===== config.mk =====
export PLATFORM = sky130hd
export DESIGN_NAME = accel_spi_reader
export DESIGN_NICKNAME = d
export VERILOG_FILES = /design/src/rtl/accel_spi_reader.sv
export SDC_FILE = /design/constraint.sdc
export NUM_CORES = 1
export LEC_CHECK = 0
export ABC_AREA = 1
export BUFFER_PORTS_ARGS = -buffer_cell sky130_fd_sc_hd__buf_2
export CAP_MARGIN = 40
export CELL_PAD_IN_SITES_DETAIL_PLACEMENT = 1
export CELL_PAD_IN_SITES_GLOBAL_PLACEMENT = 1
export CORE_ASPECT_RATIO = 1.2
export CORE_MARGIN = 2
export CORE_UTILIZATION = 42
export DETAILED_ROUTE_END_ITERATION = 8
export PLACE_DENSITY = 0.76
export SLEW_MARGIN = 20
export SYNTH_ARGS = -nofsm -noshare
export SYNTH_HDL_FRONTEND = slang
export SYNTH_SLANG_ARGS = --single-unit
export TNS_END_PERCENT = 30

===== constraint.sdc =====
create_clock -name clock -period 1.5 [get_ports clock]
set_input_delay 0.3 -clock clock [delete_from_list [all_inputs] [get_ports clock]]
set_output_delay 0.3 -clock clock [all_outputs]
set_load 0.01 [all_outputs]

===== src/rtl/accel_spi_reader.sv =====
`default_nettype none
// ============================================================================
// Module   : accel_spi_reader
// Brief    : SPI mode-0 master that configures a 3-axis accelerometer once per
//            reset, then polls X/Y/Z forever and presents scaled axis values.
//            Define ACCEL_AVG_EN to average each axis over pairs of reads.
// Revision : 1.0
// ============================================================================
module accel_spi_reader #(
    parameter int CLK_DIV      = 50,
    parameter int POWERUP_WAIT = 100000,
    parameter int SAMPLE_GAP   = 1000
) (
    input  logic        clock,
    input  logic        reset,
    input  logic        miso,
    output logic        sclk,
    output logic        mosi,
    output logic        ss,
    output logic [8:0]  accel_x,
    output logic [8:0]  accel_y,
    output logic [11:0] accel_z,
    output logic        data_valid
);
    localparam int c_CNT_MAX = (POWERUP_WAIT > SAMPLE_GAP) ? POWERUP_WAIT : SAMPLE_GAP;
    localparam int c_CNT_W   = $clog2(c_CNT_MAX + 1);
    localparam int c_DIV_W   = $clog2(CLK_DIV + 1);

    localparam logic [2:0] S_WAIT  = 3'd0;
    localparam logic [2:0] S_CFG   = 3'd1;
    localparam logic [2:0] S_GAP   = 3'd2;
    localparam logic [2:0] S_RD    = 3'd3;
    localparam logic [2:0] S_LATCH = 3'd4;

    // Frames are left-aligned so both transactions shift out of bit 63.
    localparam logic [63:0] c_CFG_FRAME = {24'h0A2D02, 40'd0};
    localparam logic [63:0] c_RD_FRAME  = {16'h0B0E, 48'd0};
    localparam logic [7:0]  c_CFG_LAST  = 8'd48;
    localparam logic [7:0]  c_RD_LAST   = 8'd128;

    logic [2:0]         r_state;
    logic [c_CNT_W-1:0] r_cnt;
    logic [c_DIV_W-1:0] r_div_cnt;
    logic [7:0]         r_half_cnt;
    logic [63:0]        r_tx;
    logic [47:0]        r_rx;

    logic        w_in_xfer;
    logic        w_tick;
    logic        w_last;
    logic        w_end;
    logic        w_wait_done;
    logic        w_gap_done;
    logic        w_start;
    logic        w_latch;
    logic [63:0] w_frame;
    logic [11:0] w_x_word;
    logic [11:0] w_y_word;
    logic [11:0] w_z_word;
    logic [8:0]  w_new_x;
    logic [8:0]  w_new_y;
    logic [11:0] w_new_z;
    logic        w_fire;

    assign w_in_xfer   = (r_state == S_CFG) || (r_state == S_RD);
    assign w_tick      = w_in_xfer && (r_div_cnt == c_DIV_W'(CLK_DIV - 1));
    assign w_last      = (r_state == S_RD) ? (r_half_cnt == c_RD_LAST) : (r_half_cnt == c_CFG_LAST);
    assign w_end       = w_tick && w_last;
    assign w_wait_done = (r_state == S_WAIT) && (r_cnt == c_CNT_W'(POWERUP_WAIT - 1));
    assign w_gap_done  = (r_state == S_GAP) && (r_cnt == c_CNT_W'(SAMPLE_GAP - 1));
    assign w_start     = w_wait_done || w_gap_done;
    assign w_latch     = (r_state == S_LATCH);
    assign w_frame     = (r_state == S_WAIT) ? c_CFG_FRAME : c_RD_FRAME;

    // Received bytes 2..7 end up as XL XH YL YH ZL ZH in r_rx[47:0].
    assign w_x_word = {r_rx[35:32], r_rx[47:40]};
    assign w_y_word = {r_rx[19:16], r_rx[31:24]};
    assign w_z_word = {r_rx[3:0],   r_rx[15:8]};

    always_ff @(posedge clock or negedge reset) begin
        if (!reset) begin
            ss         <= 1'b1;
            sclk       <= 1'b0;
            mosi       <= 1'b0;
            r_tx       <= '0;
            r_rx       <= '0;
            r_div_cnt  <= '0;
            r_half_cnt <= '0;
        end else if (w_start) begin
            ss         <= 1'b0;
            mosi       <= w_frame[63];
            r_tx       <= {w_frame[62:0], 1'b0};
            r_div_cnt  <= '0;
            r_half_cnt <= '0;
        end else if (w_tick) begin
            r_div_cnt  <= '0;
            r_half_cnt <= r_half_cnt + 8'd1;
            if (w_last) begin
                ss   <= 1'b1;
                mosi <= 1'b0;
            end else if (!r_half_cnt[0]) begin
                sclk <= 1'b1;
                r_rx <= {r_rx[46:0], miso};
            end else begin
                sclk <= 1'b0;
                mosi <= r_tx[63];
                r_tx <= {r_tx[62:0], 1'b0};
            end
        end else if (w_in_xfer) begin
            r_div_cnt <= r_div_cnt + c_DIV_W'(1);
        end
    end

    always_ff @(posedge clock or negedge reset) begin
        if (!reset) begin
            r_state <= S_WAIT;
            r_cnt   <= '0;
        end else begin
            case (r_state)
                S_WAIT: begin
                    if (w_wait_done) begin
                        r_state <= S_CFG;
                        r_cnt   <= '0;
                    end else begin
                        r_cnt <= r_cnt + c_CNT_W'(1);
                    end
                end
                S_CFG:   if (w_end) r_state <= S_GAP;
                S_GAP: begin
                    if (w_gap_done) begin
                        r_state <= S_RD;
                        r_cnt   <= '0;
                    end else begin
                        r_cnt <= r_cnt + c_CNT_W'(1);
                    end
                end
                S_RD:    if (w_end) r_state <= S_LATCH;
                S_LATCH: r_state <= S_GAP;
                default: r_state <= S_WAIT;
            endcase
        end
    end

`ifdef ACCEL_AVG_EN
    logic        r_avg_phase;
    logic [11:0] r_acc_x;
    logic [11:0] r_acc_y;
    logic [11:0] r_acc_z;
    logic [12:0] w_sum_x;
    logic [12:0] w_sum_y;
    logic [12:0] w_sum_z;
    logic [11:0] w_avg_x;
    logic [11:0] w_avg_y;
    logic        w_unused;

    assign w_sum_x  = {w_x_word[11], w_x_word} + {r_acc_x[11], r_acc_x};
    assign w_sum_y  = {w_y_word[11], w_y_word} + {r_acc_y[11], r_acc_y};
    assign w_sum_z  = {w_z_word[11], w_z_word} + {r_acc_z[11], r_acc_z};
    assign w_avg_x  = w_sum_x[12:1];
    assign w_avg_y  = w_sum_y[12:1];
    assign w_new_x  = {~w_avg_x[11], w_avg_x[10:3]};
    assign w_new_y  = {~w_avg_y[11], w_avg_y[10:3]};
    assign w_new_z  = w_sum_z[12:1];
    assign w_fire   = r_avg_phase;
    assign w_unused = ^{r_rx[39:36], r_rx[23:20], r_rx[7:4], w_sum_x[0], w_sum_y[0],
                        w_sum_z[0], w_avg_x[2:0], w_avg_y[2:0]};

    // First read of each pair only parks its words in the accumulator.
    always_ff @(posedge clock or negedge reset) begin
        if (!reset) begin
            r_avg_phase <= 1'b0;
            r_acc_x     <= '0;
            r_acc_y     <= '0;
            r_acc_z     <= '0;
        end else if (w_latch) begin
            r_avg_phase <= ~r_avg_phase;
            if (!r_avg_phase) begin
                r_acc_x <= w_x_word;
                r_acc_y <= w_y_word;
                r_acc_z <= w_z_word;
            end
        end
    end
`else
    logic w_unused;

    assign w_new_x  = {~w_x_word[11], w_x_word[10:3]};
    assign w_new_y  = {~w_y_word[11], w_y_word[10:3]};
    assign w_new_z  = w_z_word;
    assign w_fire   = 1'b1;
    assign w_unused = ^{r_rx[39:36], r_rx[23:20], r_rx[7:4], w_x_word[2:0], w_y_word[2:0]};
`endif

    always_ff @(posedge clock or negedge reset) begin
        if (!reset) begin
            accel_x    <= '0;
            accel_y    <= '0;
            accel_z    <= '0;
            data_valid <= 1'b0;
        end else begin
            data_valid <= 1'b0;
            if (w_latch && w_fire) begin
                accel_x    <= w_new_x;
                accel_y    <= w_new_y;
                accel_z    <= w_new_z;
                data_valid <= 1'b1;
            end
        end
    end

endmodule
`default_nettype wire


## Word level (Yosys, flattened, before mapping)

Index checks and enable logic that the tools add are counted.

- Bits of input ports: 3
- Register bits after elaboration: 180
- Output and inout port bits: 34
- Logic and storage cells: 82

- Reductions and logical operators: 19
- Bitwise operators: 5
- Mux-type cells: 28
- $add $sub $neg: 3
- Equality and inequality tests: 14

Operators by type and width:

| cell | number |
|---|---|
| 64-bit two-way mux | 4 |
| 57-bit two-way mux | 1 |
| 17-bit two-way mux | 2 |
| 17-bit one-hot mux with 2 select lines | 1 |
| 6-bit two-way mux | 3 |
| 17-bit by 1-bit adder with 17-bit output, second input constant | 1 |
| 17-bit by 10-bit == test with 1-bit output, second input constant | 1 |
| 17-bit == test, second input constant | 1 |
| 8-bit two-way mux | 2 |
| 3-bit one-hot mux with 5 select lines | 1 |
| 3-bit two-way mux | 4 |
| 1-bit two-way mux | 10 |
| 8-bit by 1-bit adder with 8-bit output, second input constant | 1 |
| 8-bit by 6-bit == test with 1-bit output, second input constant | 1 |
| 8-bit == test, second input constant | 1 |
| 2-bit inequality test, second input constant | 4 |
| 4-bit AND reduction | 2 |
| 2-bit nonzero test | 4 |
| 6-bit by 1-bit adder with 6-bit output, second input constant | 1 |
| 3-bit by 2-bit == test with 1-bit output, second input constant | 2 |
| 6-bit == test, second input constant | 1 |
| 3-bit AND reduction | 2 |
| 3-bit nonzero test | 2 |
| 1-bit inverter | 5 |
| other kinds (7) | 12 |

## Depth between registers and ports, before layout

- Word-level depth: 6
- Gate-level depth with buffers: 12

## Worst setup path before layout

OpenSTA, ideal clock, no wires.

- Path kind: register to register
- From: register r_cnt[0]
- To: register r_tx[49]
- Clock period less this slack: 1.624 ns
- Slack: -0.124 ns
- Stages on the path, launching flop included: 12
- Path buffers: 1
- Arrival: 1.498 ns
- Cells stage by stage: dfrtp_1 -> ha_1 -> nand2_1 -> inv_1 -> nand2_1 -> nor2_1 -> nand3_4 -> nand2_4 -> inv_2 -> buf_6 -> nand3_2 -> nand3_1

- Word-level cells in the longest chain between the ends: 5
- Elaborated cells between the ends (all ways): 10

RTL lines:

| element | RTL line | text |
|---|---|---|
| start, declared | 42 | `logic [c_CNT_W-1:0] r_cnt;` |
| start signal, assigned | 125 | `r_cnt <= r_cnt + c_CNT_W'(1);` |
| start signal, assigned | 134 | `r_cnt <= r_cnt + c_CNT_W'(1);` |
| 17-bit == test / 17-bit by 10-bit == test with 1-bit output (equally long branches) | 69, 70 |  |
| 1-bit logical AND, on equally long branches | 69, 70 |  |
| 1-bit logical OR (*) | 71 | `assign w_start = w_wait_done \|\| w_gap_done;` |
| 2-bit by 1-bit inequality test with 1-bit output (no source line) / 2-bit nonzero test (equally long branches) | -- |  |
| 3-bit AND reduction (no source line) | -- |  |
| end signal, assigned | 92 | `r_tx <= {w_frame[62:0], 1'b0};` |
| end signal, assigned | 107 | `r_tx <= {r_tx[62:0], 1'b0};` |
| end, declared | 45 | `logic [63:0] r_tx;` |

Every way passes the cells marked *; elsewhere a longest branch is shown, timed or not.
A chain may end at the register's enable or synchronous reset.

## Final worst setup path

- From: register r_div_cnt[0]
- To: register r_div_cnt[0]

- Word-level cells in the longest chain between the ends: 4
- Elaborated cells between the ends (all ways): 7

RTL lines:

| element | RTL line | text |
|---|---|---|
| start, declared | 43 | `logic [c_DIV_W-1:0] r_div_cnt;` |
| start signal, assigned | 110 | `r_div_cnt <= r_div_cnt + c_DIV_W'(1);` |
| 6-bit by 1-bit adder with 6-bit output / 6-bit == test (equally long branches) | 110, 66 |  |
| 6-bit two-way mux / 1-bit logical AND (equally long branches) | 109, 66 |  |
| 6-bit two-way mux | 95 | `end else if (w_tick) begin` |
| 6-bit two-way mux | 89 | `end else if (w_start) begin` |

Parallel ways exist; a longest one is shown, timed or not. The select of a mux whose other input is x is not followed.

==> flow_summary_export.csv <==
group,metric,value,unit
finish,drive_gt1_share,42.1,%
worst_setup_path,crit_family,"simple AND/OR/NAND/NOR gates",
logic_synthesis,synthDistinctLibCells,35,
floorplan,die_width,116,um
cts,h-tree-depth,4,
cts,cts_tree,"done",
worst_setup_path,worstSetupPathType,"reg -> reg",
outcome,status,"complete, but fails checks",
logic_synthesis,syn-instance-count,715,
logic_synthesis,ys_seq_area_share,54.4,%
logic_synthesis,yosys_warnings,0,
logic_synthesis,synth_nets,723,
drt,vias_per_cell,5.33,
worst_setup_path,cp.required,1870,ps
logic_synthesis,postSynthAreaPerCell,8.88,um2
power,vdd_drop_max,1.02,mV
worst_setup_path,worstPathMaxFanout,4,
drt,drt-pass1-iter-count,5,
drt,post-route-drc-count,0,
floorplan,pin_count,37,
timing,min_period,1780,ps
worst_setup_path,r2r-start,"r_div_cnt[0]",
worst_setup_path,reg2reg_depth,10,
drt,wl_met3,766,um
cts,clockRootBuffer,"clkbuf_16",
drt,postRouteAntennaNets,0,
timing,report.final.slew_viol_count,0,
worst_setup_path,cpMaxStageDelayCell,"dfrtp_1",
worst_setup_path,critPathBufInv,3,
logic_synthesis,async_reset_ff_share,100,%
timing,grt_setup_unrepaired,"true",
floorplan,core,14900,um2
global_route,grt_max_degree,62,
drt,drt-met1-wl,8390,um
logic_synthesis,synth_edf_count,0,
drt,top_layer_used,"met4",
placement,dp_slack,-189,ps
timing,tightestPinTransition,430,ps
finish,antenna_cells,0,
timing,period_share,119,%
power,power_density,901,nW/um2
worst_hold_path,min-delay-path-class,"in -> reg",
cts,clk_path_buf_depth,2,
cts,cts.sink_count,138,
run,maxCapViolCount,0,
worst_setup_path,worstSetupStartpointType,"flip-flop",
floorplan,die_h,139,um
timing,skew,12.6,ps
timing,fmax,561,MHz
global_route,grt.overflow.total,0,
power,p_leak,4.30,nW
drt,first_iter_violations,345,
finish,area_growth,41.1,%
worst_setup_path,critical-path-max-stage-delay,440,ps
worst_setup_path,endpoint,"r_div_cnt[0]",
worst_setup_path,cp-startpoint,"r_div_cnt[0]",
worst_setup_path,worst_setup_path_end_kind,"flip-flop",
drt,num_vias,5729,
placement,port_buffers,36,
drt,routed_wl,22600,um
worst_setup_path,path_cells,"ha_4, nand2_4, nor2_4, nand2_4, clkinv_4, buf_4, buf_4, nor2_1, nand4_1, nand2_1",
cts,numCtsBuffers,17,
timing,fin_ws,-284,ps
cts,clk-insertion-delay-late,440,ps
timing,hold_viol,0,
finish,final_nets,867,
floorplan,dieArea,16100,um2
floorplan,placementRows,49,
global_route,grt_antenna_before_repair,0,
cts,cts.clk_slew.worst_paths,60,ps
timing,max_slew_margin,71.1,%
timing,setup_viol_count_final,105,
worst_setup_path,cp.depth,10,
finish,utilization,60.1,%
worst_setup_path,r2r-end,"r_div_cnt[0]",
placement,place_hpwl,10900,um
drt,met2_length,12500,um
logic_synthesis,synth_top_flop_cell,"dfrtp_1",
outcome,violations,"setup timing",
floorplan,start_util,42.6,%
worst_setup_path,worstPathArrival,2160,ps
global_route,track_usage,25.9,%
global_route,grt_pass1_vias,6399,
global_route,grt_pass1_wl,32400,um
placement,place_congestion,0.829,
drt,wl_per_cell,21.0,um
worst_setup_path,r2r_slack,-280,ps
logic_synthesis,ys_ff_latch,138,
logic_synthesis,synth_area,6350,um2
repair_timing:
action,in CTS,in global routing
endpoints found under the hold margin,21,0
hold buffers,1,0
setup buffers,17,10
endpoints found under the setup margin,103,107
pin swaps,22,17
cloned,3,6
resized for setup,103,91
worst min-delay path by stage:
stage | start | end | slack (ps) | cells past startpoint
CTS | miso | r_rx[0] | 110 | 3
detailed placement | reset | r_cnt[9] | 180 | 1
finish | miso | r_rx[0] | 120 | 3
floorplan | reset | accel_x[0] | 4 | 0
global placement | reset | r_cnt[9] | 170 | 1
global route | miso | r_rx[0] | 120 | 3
logic make-up (layout without fill, tap and decap cells):
logic type	after synthesis	after routing	share of synthesized area, %
AND/OR/NAND/NOR	333	333	24.4
AO/OA/AOI/OAI	106	106	10.5
flip-flops	138	138	54.4
XOR/XNOR	10	10	1.38
buffers and inverters	123	279	8.39
adder cells (fa/ha/maj)	5	5	0.985
through the flow:
stage / hold WS, ps / total power, mW / instances / area, um2 / TNS (ps)
after floorplan: 4.41 / 3.79 / 715 / 6390 / -769
after global placement: 170 / 3.88 / 1007 / 7300 / -683
after detailed placement: 176 / 3.89 / 1007 / 7300 / -5960
after CTS: 115 / 8.06 / 1059 / 8380 / -8300
after global routing: 124 / 8.30 / 1075 / 8960 / -24980
final: 124 / 8.07 / 1075 / 8960 / -18660
synth_stat cells (8+ instances only):
cell type	count	area [um2]
o21ai_0	51	255
dfrtp_1	137	3430
nor3_1	9	45.0
nor2_1	62	233
o21ai_2	31	272
nand4_1	14	87.6
xor2_1	8	70.1
nand3_1	43	215
a21oi_1	11	55.1
inv_1	92	345
nand2_2	33	206
nand2_1	155	582
worst reg2reg max path, delay by kind of cell (launching register included):
family / cells / cell delay, ps
buf+inv: 3 / 360
flops: 1 / 440
simple gates: 6 / 720
fa+ha+maj: 1 / 210
routing by layer:
metal  GRT usage (%)  vias to the layer above
li1                -                     2549
met1            29.0                     2956
met2            46.3                      152
met3            5.86                       72
met4            11.5                        0
met5               0                        -
cell type report:
cell class	instances	area (um2)
clock buffer	19	433
timing repair inverter	2	20.0
sequential	138	3460
tap	204	255
clock inverter	12	143
fill	1667	5940
timing repair buffer	147	1330
inverter	99	400
multi-input combinational	454	2920
state kept, by name, summed over array words and instances, names as in the netlist, 6 cells and up:
register / cells
r_tx: 22
accel_y: 9
accel_z: 12
r_cnt: 17
r_div_cnt: 6
r_half_cnt: 8
r_rx: 48
accel_x: 9
report_power, final:
part | leakage, nW | switching [mW] | internal [mW]
clock network | 0.267 | 1.80 | 2.46
logic | 2.13 | 0.0743 | 0.0162
registers | 1.90 | 0 | 3.72
total | 4.30 | 1.88 | 6.20
placed cells by master, fill, tap and decap left out, types with 2 or more instances in the layout:
| cell type | count |
|---|---|
| a21oi_1 | 5 |
| a21oi_2 | 6 |
| buf_12 | 9 |
| buf_16 | 2 |
| buf_2 | 35 |
| buf_4 | 81 |
| buf_6 | 12 |
| bufinv_16 | 2 |
| clkbuf_1 | 2 |
| clkbuf_16 | 23 |
| clkinv_4 | 5 |
| clkinvlp_4 | 5 |
| dfrtp_1 | 132 |
| dfrtp_2 | 5 |
| ha_1 | 3 |
| inv_1 | 86 |
| inv_2 | 8 |
| inv_6 | 4 |
| nand2_1 | 124 |
| nand2_2 | 41 |
| nand2_4 | 25 |
| nand3_1 | 36 |
| nand3_2 | 8 |
| nand3_4 | 6 |
| nand4_1 | 14 |
| nor2_1 | 38 |
| nor2_2 | 15 |
| nor2_4 | 15 |
| nor3_1 | 3 |
| nor3_2 | 2 |
| nor3_4 | 4 |
| o21ai_0 | 29 |
| o21ai_1 | 15 |
| o21ai_2 | 42 |
| o21ai_4 | 3 |
| xnor2_1 | 2 |
| xor2_1 | 8 |
Power figures use the tool's default switching activity.
